**src/rtl/uart_arb_pkg.sv**
```systemverilog
`default_nettype none
// +----------------------------------------------------------------------+
// | uart_arb_pkg: shared types and constants for the UART TX arbiter     |
// | Revision: 1.0                                                        |
// +----------------------------------------------------------------------+
package uart_arb_pkg;

  localparam int BYTE_W           = 8;
  localparam int DEF_NUM_REQ      = 3;
  localparam int DEF_LOCK_TIMEOUT = 27000;

  typedef enum logic [1:0] {
    ST_IDLE   = 2'd0,
    ST_ISSUE  = 2'd1,
    ST_SETTLE = 2'd2
  } arb_state_t;

endpackage
`default_nettype wire

```
**src/rtl/uart_tx_arbiter_rr_pick.sv**
```systemverilog
`default_nettype none
// +----------------------------------------------------------------------+
// | rr_pick: combinational round-robin picker, first request at or above |
// | ptr with wrap-around.   Revision: 1.0                                |
// +----------------------------------------------------------------------+
module rr_pick #(
  parameter int NUM_REQ = 3,
  parameter int ID_W    = 2
) (
  input  logic [NUM_REQ-1:0] req,
  input  logic [ID_W-1:0]    ptr,
  output logic [ID_W-1:0]    grant,
  output logic               any_req
);

  // Walk from farthest to nearest so the nearest request is the last write.
  always_comb begin
    grant   = '0;
    any_req = |req;
    for (int k = NUM_REQ - 1; k >= 0; k--) begin
      if (req[(int'(ptr) + k) % NUM_REQ]) begin
        grant = ID_W'((int'(ptr) + k) % NUM_REQ);
      end
    end
  end

endmodule
`default_nettype wire

```
**src/rtl/uart_tx_arbiter.sv**
```systemverilog
`default_nettype none
// +----------------------------------------------------------------------+
// | uart_tx_arbiter: message-level round-robin sharing of the UART TX    |
// | path, with lock timeout recovery.   Revision: 1.0                    |
// +----------------------------------------------------------------------+
module uart_tx_arbiter
  import uart_arb_pkg::*;
#(
  parameter int NUM_REQ      = DEF_NUM_REQ,
  parameter int LOCK_TIMEOUT = DEF_LOCK_TIMEOUT,
  parameter int ID_W         = 2
) (
  input  logic                      system_clk,
  input  logic                      reset_n,
  input  logic [NUM_REQ-1:0]        req_valid,
  input  logic [BYTE_W*NUM_REQ-1:0] req_data,
  input  logic [NUM_REQ-1:0]        req_last,
  output logic [NUM_REQ-1:0]        req_ack,
  input  logic                      uart_tx_fifo_ready,
  output logic                      start_uart_tx,
  output logic [BYTE_W-1:0]         uart_tx_data,
  output logic [ID_W-1:0]           owner,
  output logic                      locked,
  output logic                      lock_timeout
);

  localparam int c_cnt_w = (LOCK_TIMEOUT > 2) ? $clog2(LOCK_TIMEOUT) : 1;
  localparam logic [c_cnt_w-1:0] c_cnt_max = c_cnt_w'(LOCK_TIMEOUT - 1);

  arb_state_t           r_state, w_state_nxt;
  logic [ID_W-1:0]      r_owner, w_owner_nxt;
  logic [ID_W-1:0]      r_rr_ptr, w_rr_ptr_nxt;
  logic                 r_locked, w_locked_nxt;
  logic [c_cnt_w-1:0]   r_cnt, w_cnt_nxt;
  logic                 r_start, w_start_nxt;
  logic [NUM_REQ-1:0]   r_ack, w_ack_nxt;
  logic [BYTE_W-1:0]    r_data, w_data_nxt;
  logic                 r_timeout, w_timeout_nxt;

  logic [ID_W-1:0]      w_grant;
  logic                 w_any_req;
  logic [BYTE_W-1:0]    w_lane_data [NUM_REQ];
  logic                 w_own_valid;
  logic                 w_own_last;

  for (genvar gi = 0; gi < NUM_REQ; gi++) begin : g_lane
    assign w_lane_data[gi] = req_data[gi*BYTE_W +: BYTE_W];
  end

  assign w_own_valid = req_valid[r_owner];
  assign w_own_last  = req_last[r_owner];

  rr_pick #(
    .NUM_REQ (NUM_REQ),
    .ID_W    (ID_W)
  ) u_rr_pick (
    .req     (req_valid),
    .ptr     (r_rr_ptr),
    .grant   (w_grant),
    .any_req (w_any_req)
  );

  always_comb begin
    w_state_nxt   = r_state;
    w_owner_nxt   = r_owner;
    w_rr_ptr_nxt  = r_rr_ptr;
    w_locked_nxt  = r_locked;
    w_cnt_nxt     = r_cnt;
    w_data_nxt    = r_data;
    w_start_nxt   = 1'b0;
    w_ack_nxt     = '0;
    w_timeout_nxt = 1'b0;
    case (r_state)
      ST_IDLE: begin
        if (w_any_req) begin
          w_owner_nxt  = w_grant;
          w_locked_nxt = 1'b1;
          w_rr_ptr_nxt = (w_grant == ID_W'(NUM_REQ - 1)) ? '0 : w_grant + ID_W'(1);
          w_state_nxt  = ST_ISSUE;
        end
      end
      ST_ISSUE: begin
        if (w_own_valid && uart_tx_fifo_ready) begin
          w_data_nxt         = w_lane_data[r_owner];
          w_start_nxt        = 1'b1;
          w_ack_nxt[r_owner] = 1'b1;
          w_cnt_nxt          = '0;
          w_state_nxt        = ST_SETTLE;
          if (w_own_last) begin
            w_locked_nxt = 1'b0;
          end
        end else if (!w_own_valid) begin
          // A full FIFO with data pending is not a stall; only an idle owner ages.
          if (r_cnt == c_cnt_max) begin
            w_locked_nxt  = 1'b0;
            w_timeout_nxt = 1'b1;
            w_cnt_nxt     = '0;
            w_state_nxt   = ST_IDLE;
          end else begin
            w_cnt_nxt = r_cnt + c_cnt_w'(1);
          end
        end
      end
      ST_SETTLE: begin
        w_state_nxt = r_locked ? ST_ISSUE : ST_IDLE;
      end
      default: begin
        w_state_nxt = ST_IDLE;
      end
    endcase
  end

  always_ff @(posedge system_clk or negedge reset_n) begin
    if (!reset_n) begin
      r_state   <= ST_IDLE;
      r_owner   <= '0;
      r_rr_ptr  <= '0;
      r_locked  <= 1'b0;
      r_cnt     <= '0;
      r_data    <= '0;
      r_start   <= 1'b0;
      r_ack     <= '0;
      r_timeout <= 1'b0;
    end else begin
      r_state   <= w_state_nxt;
      r_owner   <= w_owner_nxt;
      r_rr_ptr  <= w_rr_ptr_nxt;
      r_locked  <= w_locked_nxt;
      r_cnt     <= w_cnt_nxt;
      r_data    <= w_data_nxt;
      r_start   <= w_start_nxt;
      r_ack     <= w_ack_nxt;
      r_timeout <= w_timeout_nxt;
    end
  end

  assign start_uart_tx = r_start;
  assign uart_tx_data  = r_data;
  assign req_ack       = r_ack;
  assign owner         = r_owner;
  assign locked        = r_locked;
  assign lock_timeout  = r_timeout;

endmodule
`default_nettype wire

```
**config.mk**
```make
export PLATFORM = sky130hd
export DESIGN_NAME = uart_tx_arbiter
export DESIGN_NICKNAME = d
export VERILOG_FILES = /design/src/rtl/uart_arb_pkg.sv /design/src/rtl/uart_tx_arbiter_rr_pick.sv /design/src/rtl/uart_tx_arbiter.sv
export SDC_FILE = /design/constraint.sdc
export NUM_CORES = 1
export LEC_CHECK = 0
export CAP_MARGIN = 15
export CORE_MARGIN = 5
export CORE_UTILIZATION = 49
export CTS_CLUSTER_DIAMETER = 100
export DETAILED_ROUTE_END_ITERATION = 10
export GPL_TIMING_DRIVEN = 0
export HOLD_SLACK_MARGIN = 0.02
export PLACE_DENSITY = 0.8
export SKIP_LAST_GASP = 1
export SYNTH_ARGS = -nofsm -noshare
export SYNTH_HDL_FRONTEND = slang
export SYNTH_SLANG_ARGS = --single-unit
```
**constraint.sdc**
```tcl
create_clock -name system_clk -period 2.3 [get_ports system_clk]
set_clock_uncertainty 0.1 [all_clocks]
set_input_delay 0.46 -clock system_clk [delete_from_list [all_inputs] [get_ports system_clk]]
set_output_delay 0.46 -clock system_clk [all_outputs]
set_load 0.005 [all_outputs]
```
# == After elaboration in Yosys (flattened, before gate mapping) ==
# Index checks and enable logic that the tools add are counted.
# totals
out_inout_bits,16
regBits,35
word_cells,87
# classes
n_lt_le_gt_ge,6
n_addsub,4
muxes,45
eq_ne,9
div,3
bitwise_logic,1
n_reduce_logical,10
# op_table
operator,n
< comparator 32 x 4 -> 1 bit (second input constant),3
remainder unit 32 x 3 -> 32 bit (second input constant),2
two-way mux 15 bit,3
remainder unit 3 x 3 -> 32 bit (second input constant),1
two-way mux 1 bit,21
binary-select mux 8 bit (select 2 bit),1
two-way mux 2 bit,8
two-way mux 8 bit,2
adder 15 x 1 -> 15 bit (second input constant),1
equality test 15 bit (second input constant),1
binary-select mux 1 bit (select 2 bit),5
inequality test 3 bit (second input constant),3
two-way mux 3 bit,2
case mux 2 bit (3 select lines),1
AND reduction 2 bit,3
AND reduction 5 bit,1
equality test 2 bit (second input constant),2
inequality test 2 x 1 -> 1 bit (second input constant),2
adder 2 x 1 -> 3 bit (second input constant),1
adder 2 x 2 -> 3 bit (second input constant),1
greater-or-equal comparator 3 bit (second input constant),1
< comparator 2 x 3 -> 1 bit (second input constant),1
NOT 2 -> 3 bit,1
AND reduction 3 bit,1
9 further kinds,10

# == Logic depth before layout (Yosys ltp) ==
# Gate-level depths: netlist of run 1.
# depth
word_depth,10
mapped_depth,7
mapped_depth_nobuf,7

# == Hierarchy ==
# Synthesis of run 1 repeated with hierarchy kept, for this count alone.
# unflattened
cells_unflattened,209
area_unflattened_um2,1993.2
# modules_own_cells
module,seq_area_each_um2,n_inst,area_per_inst_um2,cells_each
uart_tx_arbiter,875.8,1,1843.0,189
rr_pick,0.0,1,150.1,20

# == Worst setup path before layout of run 1 ==
# Ideal clock, no wire load.
# synth_timing
kind,flip-flop to flip-flop
start,reg r_cnt[7]
end,reg r_cnt[2]
synth_period_minus_slack_ns,1.902
path_stages_with_launch,6
setup_slack_ns,0.398
arrival_ns,1.679
setup_time_ns,0.124
required_ns,2.076
n_path_buf,0
cell_sequence,dfrtp_1 -> or4b_4 -> nor4_4 -> mux2i_2 -> nor2_4 -> nor2_1
# synth_via
elab_chain_len,4
# synth_rtl
element,line_no,text
start: declaration,uart_tx_arbiter.sv:34,"logic [c_cnt_w-1:0] r_cnt, w_cnt_nxt;"
start signal: assignment,uart_tx_arbiter.sv:129,r_cnt <= w_cnt_nxt;
equality test 15 bit,uart_tx_arbiter.sv:94,if (r_cnt == c_cnt_max) begin
two-way mux 15 bit,uart_tx_arbiter.sv:94,
two-way mux 15 bit,uart_tx_arbiter.sv:92,end else if (!w_own_valid) begin
two-way mux 15 bit,uart_tx_arbiter.sv:83,if (w_own_valid && uart_tx_fifo_ready) begin
# Every way passes these cells. The select of a mux whose other input is x is not followed.
# A chain may end at the register's enable or synchronous reset.

# == Worst setup path after layout of run 1 ==
# layout_timing
start,in req_valid[1]
end,reg r_cnt[13]
# layout_via
elab_chain_len,5
# layout_rtl
element,line_no,text
start: declaration,uart_tx_arbiter.sv:15,"input logic [NUM_REQ-1:0] req_valid,"
binary-select mux 1 bit (select 2 bit) *,uart_tx_arbiter.sv:50,assign w_own_valid = req_valid[r_owner];
two-way mux 1 bit (not written as such) *,uart_tx_arbiter.sv:50,
logical AND 1 bit,uart_tx_arbiter.sv:83,
inequality test 2 x 1 -> 1 bit (no source line),n/a,
AND reduction 2 bit (no source line),n/a,
# Every way passes the cells marked *; elsewhere a longest branch is shown, timed or not. The select of a mux whose other input is x is not followed.

==> impl_metrics.env, run 1 <==
export IMPL_path_buf_inv=2
export IMPL_cts_tree="done"
export IMPL_core_region_area_um2=3940
export IMPL_syn_nets=237
export IMPL_async_flop_share_pct=100
export IMPL_pin_count=49
export IMPL_power_switching_uw=967
export IMPL_intPower_mw=1.65
export IMPL_drive_gt1_share_pct=12.1
export IMPL_postRouteAntennaNets=0
export IMPL_antenna_cells=0
export IMPL_powerDensity_nw_per_um2=1010
export IMPL_synthFlopType="dfrtp_1"
export IMPL_synth_seq_cells=35
export IMPL_drc=0
export IMPL_worst_slack_ps=112
export IMPL_die_y_um=73.4
export IMPL_synth_avg_cell_area_um2=9.81
export IMPL_wire_per_inst_um=15.4
export IMPL_initial_core_util_pct=50.0
export IMPL_clk_pin_slew_ps=70
export IMPL_endpoint_kind="flip-flop"
export IMPL_cts_root_buffer="clkbuf_8"
export IMPL_critPathRequiredTime_ps=2410
export IMPL_fin_nets=292
export IMPL_clock_sinks=35
export IMPL_syn_cell_area_um2=1970
export IMPL_status="finished clean"
export IMPL_cts_hold_fix_buffers=0
export IMPL_rows=23
export IMPL_grt_max_degree=36
export IMPL_seq_area_um2=876
export IMPL_hpwl_um=3540
export IMPL_die_w_um=73.4
export IMPL_setup_violations=0
export IMPL_grt_pass1_wl_um=7940
export IMPL_synthToLayoutAreaGrowth_pct=32.0
export IMPL_fin_area_um2=2600
export IMPL_pwr_share_comb_pct=48.1
export IMPL_vias=1700
export IMPL_crit_chain="clkdlybuf4s50_1 > mux2i_1 > a2bb2oi_2 > clkbuf_4 > nor3b_4 > a21oi_1 > o21ai_1"
export IMPL_fmax_mhz=457
export IMPL_p_sw_share_pct=36.9
export IMPL_placed_area_um2=2500
export IMPL_grt_usage_pct=19.3
export IMPL_crit_slowest_cell="clkdlybuf4s50_1"
export IMPL_power_share_clock_pct=16.4
export IMPL_worstSetupPathType="in -> reg"
export IMPL_pwr_share_seq_pct=35.5
export IMPL_hold_path_class="in -> async"
export IMPL_antenna_found_initial=0
export IMPL_seq_area_frac_synth_pct=44.4
export IMPL_cts_max_path_buffers=2
export IMPL_path_delay_family="buffers and inverters"
export IMPL_cap_violations=0
export IMPL_slew_violations=0
export IMPL_final_hold_viol_count=0
export IMPL_hold_ws_ps=139
export IMPL_yosysUniqueCellTypes=45
export IMPL_arrival_ps=2300
export IMPL_drt_wl_total_um=4730
export IMPL_fin_crit_ps=2190
export IMPL_dieArea_um2=5390
export IMPL_place_port_buffers=47
export IMPL_routed_via_density=5.54
export IMPL_period_share_pct=95.1
export IMPL_rsz0062_at_grt="true"
export IMPL_ir_drop_mv=0.471
export IMPL_start_kind="input port"
export IMPL_ys_warn_count=0
export IMPL_critPathMaxFanout=10
export IMPL_synth_cells=201
export IMPL_gr_total_overflow=0
export IMPL_cpPeakStageDelay_ps=490
export IMPL_worst_slew_pin_slew_ps=760
export IMPL_maxSlewHeadroom_pct=49.4
export IMPL_place_ws_ps=-297
export IMPL_dr_pass1_iters=4
export IMPL_grt_pass1_vias=1733
export IMPL_h_tree_depth=2
export IMPL_place_congestion=0.833
export IMPL_synth_edff_count=0
export IMPL_clk_insertion_delay_late_ps=290
export IMPL_final_core_util_pct=66.0
export IMPL_cts_made_buffers=5
export IMPL_fillers=311
export IMPL_dr_first_iter_drc_count=93
export IMPL_p_leak_nw=1.10
export IMPL_multiInputGateArea_um2=1040
final timing paths:
check	from	endpoint	slack, ps	cells past startpoint
worst max-delay path	req_valid[1]	r_cnt[13]	110	7
worst min-delay path	reset_n	r_cnt[4]	140	1
worst max register to register	r_cnt[12]	r_cnt[2]	120	5
worst min register to register	uart_tx_data[6]	uart_tx_data[6]	410	1
max in group asynchronous	reset_n	r_rr_ptr[1]	1480	1
min in group system_clk	uart_tx_data[6]	uart_tx_data[6]	410	1
cells in the mapped netlist (3+ instances only):
cell | n | area (µm²)
a21oi_1 | 7 | 35.0
and3_1 | 5 | 31.3
clkbuf_1 | 5 | 18.8
dfrtp_1 | 35 | 876
ha_1 | 3 | 37.5
inv_1 | 8 | 30.0
mux2_2 | 11 | 124
mux2i_1 | 11 | 110
nand2_1 | 27 | 101
nand2b_1 | 3 | 18.8
nand3_1 | 3 | 15.0
nand4_1 | 3 | 18.8
nor2_1 | 14 | 52.6
nor2b_1 | 4 | 25.0
o2111ai_1 | 3 | 26.3
o211ai_1 | 5 | 37.5
o21ai_0 | 12 | 60.1
or3_1 | 4 | 25.0
xor2_1 | 6 | 52.6
registers in the layout (all words and copies together) (netlist names):
signal,cells
r_cnt,15
owner,2
r_rr_ptr,2
start_uart_tx,1
req_ack,3
uart_tx_data,8
r_state,2
locked,1
lock_timeout,1
per-layer routing:
metal	up-vias	GRT usage (%)	wire [µm]
met1	814	24.1	2010
met2	48	31.4	2370
met5	-	0	0
met3	11	4.79	222
met4	0	8.65	129
li1	827	-	-
cell usage in the layout, fill, tap and decap left out, types with 2 or more instances in the layout:
| cell type | n |
|---|---|
| clkbuf_8 | 5 |
| clkdlybuf4s50_1 | 46 |
| and3_1 | 5 |
| a21oi_1 | 7 |
| nand2_1 | 27 |
| nand3_1 | 3 |
| o31ai_1 | 2 |
| dfrtp_1 | 35 |
| o21ai_1 | 2 |
| nor4_1 | 2 |
| o2111ai_1 | 2 |
| nand4_1 | 3 |
| o21ai_0 | 12 |
| ha_1 | 3 |
| buf_2 | 2 |
| inv_1 | 8 |
| nand2b_1 | 3 |
| clkbuf_1 | 7 |
| or3_1 | 4 |
| mux2_2 | 11 |
| o31a_1 | 2 |
| nor3_1 | 2 |
| xor2_1 | 6 |
| o211ai_1 | 5 |
| nor2b_1 | 3 |
| mux2i_1 | 11 |
| nor2_1 | 14 |
kinds of logic (layout without fill, tap and decap cells):
family	count (synthesis)	after routing	synth area share, %
flip-flops	35	35	44.4
buffers and inverters	17	73	3.36
AO/OA/AOI/OAI	42	42	14.2
AND/OR/NAND/NOR	74	74	20.4
XOR/XNOR	6	6	2.66
multiplexers	23	23	12.6
adder cells (fa/ha/maj)	4	4	2.41
power by group through the flow:
stage	registers (mW)	logic [mW]	clock network, mW
after floorplan	0.929	0.759	0
after global placement	0.937	1.21	0
after detailed placement	0.943	1.23	0
after CTS	0.933	1.24	0.439
after global routing	0.967	1.40	0.464
final	0.932	1.26	0.430
layout make-up:
type	count	area share, %
Inverter	9	1.39
Sequential cell	35	33.7
Clock inverter	1	0.192
Buffer	8	1.35
Tap cell	50	2.40
Clock buffer	7	2.93
Multi-Input combinational cell	149	39.9
Timing Repair Buffer	48	18.2
repair_timing:
item                       4_1_cts  5_1_grt
setup buffers                    0        1
setup endpoints to repair        0       11
resized for setup                0        4
worst register-to-register path: stages, from the launching register on:
cell and delay [ps]:
dfrtp_1 430, or4b_4 570, nor4_4 450, mux2i_2 170, nor2_4 260, nor2_1 90
metrics by stage:
step	power, mW	cells	setup TNS [ps]
2_1_floorplan	1.69	201	0
3_3_place_gp	2.14	298	-6980
3_5_place_dp	2.18	298	-3910
4_1_cts	2.61	306	0
5_1_grt	2.83	307	-50.4
6_report	2.62	307	0
Power figures use the tool's default switching activity.
==> run 2, diff against run 1 <==
Settings changed: SETUP_SLACK_MARGIN set to 0.3.
==> run 2 against run 1 <==
  * Core utilization rose by 3.6 points
  * Fmax rose by 9.8%
  * Wire length rose by 6.9%
  * Highest routed layer unchanged
==> impl_metrics.env, run 2 (synthesis gave the netlist of run 1 again) <==
export IMPL_max_flop_register="r_cnt"
export IMPL_p_sw_share_pct=37.0
export IMPL_grt_pass1_wl_um=8180
export IMPL_clk_insertion_delay_late_ps=290
export IMPL_worst_slew_pin_slew_ps=763
export IMPL_arrival_ps=2070
export IMPL_core_region_area_um2=3940
export IMPL_rsz0062_at_grt="true"
export IMPL_p_leak_nw=1.18
export IMPL_hpwl_um=3540
export IMPL_multiInputGateArea_um2=1080
export IMPL_endpoint_kind="flip-flop"
export IMPL_grt_pass1_vias=1772
export IMPL_cts_tree="done"
export IMPL_dieArea_um2=5390
export IMPL_wl_met1_um=2080
export IMPL_power_total_mw=2.78
export IMPL_wl_met3_um=228
export IMPL_maxSlewHeadroom_pct=49.2
export IMPL_grt_max_degree=36
export IMPL_final_cell_mix="clkdlybuf4s50_1, dfrtp_1, nand2_1"
export IMPL_intPower_mw=1.75
export IMPL_h_tree_depth=2
export IMPL_fmax_mhz=502
export IMPL_pwr_share_seq_pct=33.9
export IMPL_routed_via_density=5.49
export IMPL_status="finished clean"
export IMPL_seq_area_um2=877
export IMPL_regToRegStartpoint="r_cnt[12]"
export IMPL_drc=0
export IMPL_pwr_share_comb_pct=50.7
export IMPL_wl_met2_um=2600
export IMPL_wire_per_inst_um=15.8
export IMPL_period_share_pct=86.6
export IMPL_clock_sinks=35
export IMPL_cts_made_buffers=5
export IMPL_final_common_cell="clkdlybuf4s50_1"
export IMPL_critPathRequiredTime_ps=2380
export IMPL_cts_max_path_buffers=2
export IMPL_fin_nets=305
export IMPL_power_share_clock_pct=15.3
export IMPL_largest_register_ffs=15
export IMPL_power_switching_mw=1.03
export IMPL_slew_violations=0
export IMPL_drive_gt1_share_pct=19.3
export IMPL_fin_crit_ps=1990
export IMPL_grt_usage_pct=19.9
export IMPL_die_w_um=73.4
export IMPL_r2r_cells=6
export IMPL_top_layer="met4"
export IMPL_cts_hold_fix_buffers=0
export IMPL_start_kind="flip-flop"
export IMPL_reg2reg_to="r_cnt[1]"
export IMPL_worstSetupPathType="reg -> reg"
export IMPL_rows=23
export IMPL_setup_violations=0
export IMPL_postRouteAntennaNets=0
export IMPL_die_y_um=73.4
export IMPL_synthToLayoutAreaGrowth_pct=39.3
export IMPL_pin_count=49
export IMPL_powerDensity_nw_per_um2=1010
export IMPL_initial_core_util_pct=50.0
export IMPL_fillers=296
export IMPL_final_hold_viol_count=0
export IMPL_clk_pin_slew_ps=70
export IMPL_gr_total_overflow=0
export IMPL_fin_area_um2=2750
export IMPL_place_port_buffers=47
export IMPL_placed_area_um2=2500
export IMPL_dr_first_iter_drc_count=100
export IMPL_place_congestion=0.833
export IMPL_cts_root_buffer="clkbuf_8"
export IMPL_critPathMaxFanout=7
export IMPL_dr_pass1_iters=4
export IMPL_vias=1756
export IMPL_hold_path_class="in -> async"
export IMPL_drt_wl_total_um=5050
export IMPL_antenna_found_initial=0
export IMPL_cap_violations=0
export IMPL_antenna_cells=0
export IMPL_ir_drop_mv=0.484
export IMPL_rrSetupSlack_ps=310
[run 2: worst max path at each step]
stage / start / end / slack [ps]
6_report: r_cnt[12] / r_cnt[1] / 310
2_1_floorplan: r_cnt[7] / r_cnt[2] / 400
5_1_grt: r_cnt[12] / r_cnt[1] / 230
4_1_cts: owner[0] / uart_tx_data[2] / 290
3_5_place_dp: req_valid[1] / uart_tx_data[2] / -300
3_3_place_gp: req_valid[1] / uart_tx_data[1] / -250
[run 2: final cells by class]
class / instances / area share, %
inverters: 9 / 1.32
clock buffers: 7 / 2.78
multi-input cells: 149 / 39.2
repair inverters: 1 / 0.273
well taps: 50 / 2.28
flip-flops and latches: 35 / 31.9
repair buffers: 60 / 20.4
plain buffers: 8 / 1.64
clock inverters: 1 / 0.182
[run 2: what timing repair did]
item | in CTS | in global routing
gates resized for setup | 9 | 10
cloned | 0 | 1
buffers inserted | 6 | 7
pin swaps | 3 | 3
endpoints found under the setup margin | 24 | 23
[run 2: power by group through the flow]
| stage | clock, mW | sequential (mW) | combinational (mW) |
|---|---|---|---|
| floorplan | 0 | 0.929 | 0.759 |
| global route | 0.462 | 0.975 | 1.55 |
| finish | 0.427 | 0.944 | 1.41 |
| CTS | 0.439 | 0.934 | 1.32 |
| global placement | 0 | 0.937 | 1.21 |
| detailed placement | 0 | 0.943 | 1.23 |
[run 2: critical path, stage by stage (launching register included)]
cell     delay (ps)
dfrtp_1         430
or4b_4          590
nor4_4          190
buf_4           190
nor3b_4          60
buf_4           150
a22o_1          170
[run 2: per-layer routing]
layer  global-route usage (%)  vias up
li1                         -      855
met1                     24.2      838
met2                     33.0       50
met3                     5.06       13
met4                     9.26        0
met5                        0        -
[run 2: stage by stage]
step | setup TNS, ps | instances | util [%] | worst slack, ps | hold slack, ps
3_5_place_dp | -3910 | 298 | 63.4 | -297 | 395
4_1_cts | 0 | 312 | 67.1 | 291 | 178
6_report | 0 | 320 | 69.7 | 308 | 143
3_3_place_gp | -6980 | 298 | 63.5 | -249 | 389
2_1_floorplan | 0 | 201 | - | 398 | 64.4
5_1_grt | 0 | 320 | 69.7 | 226 | 216
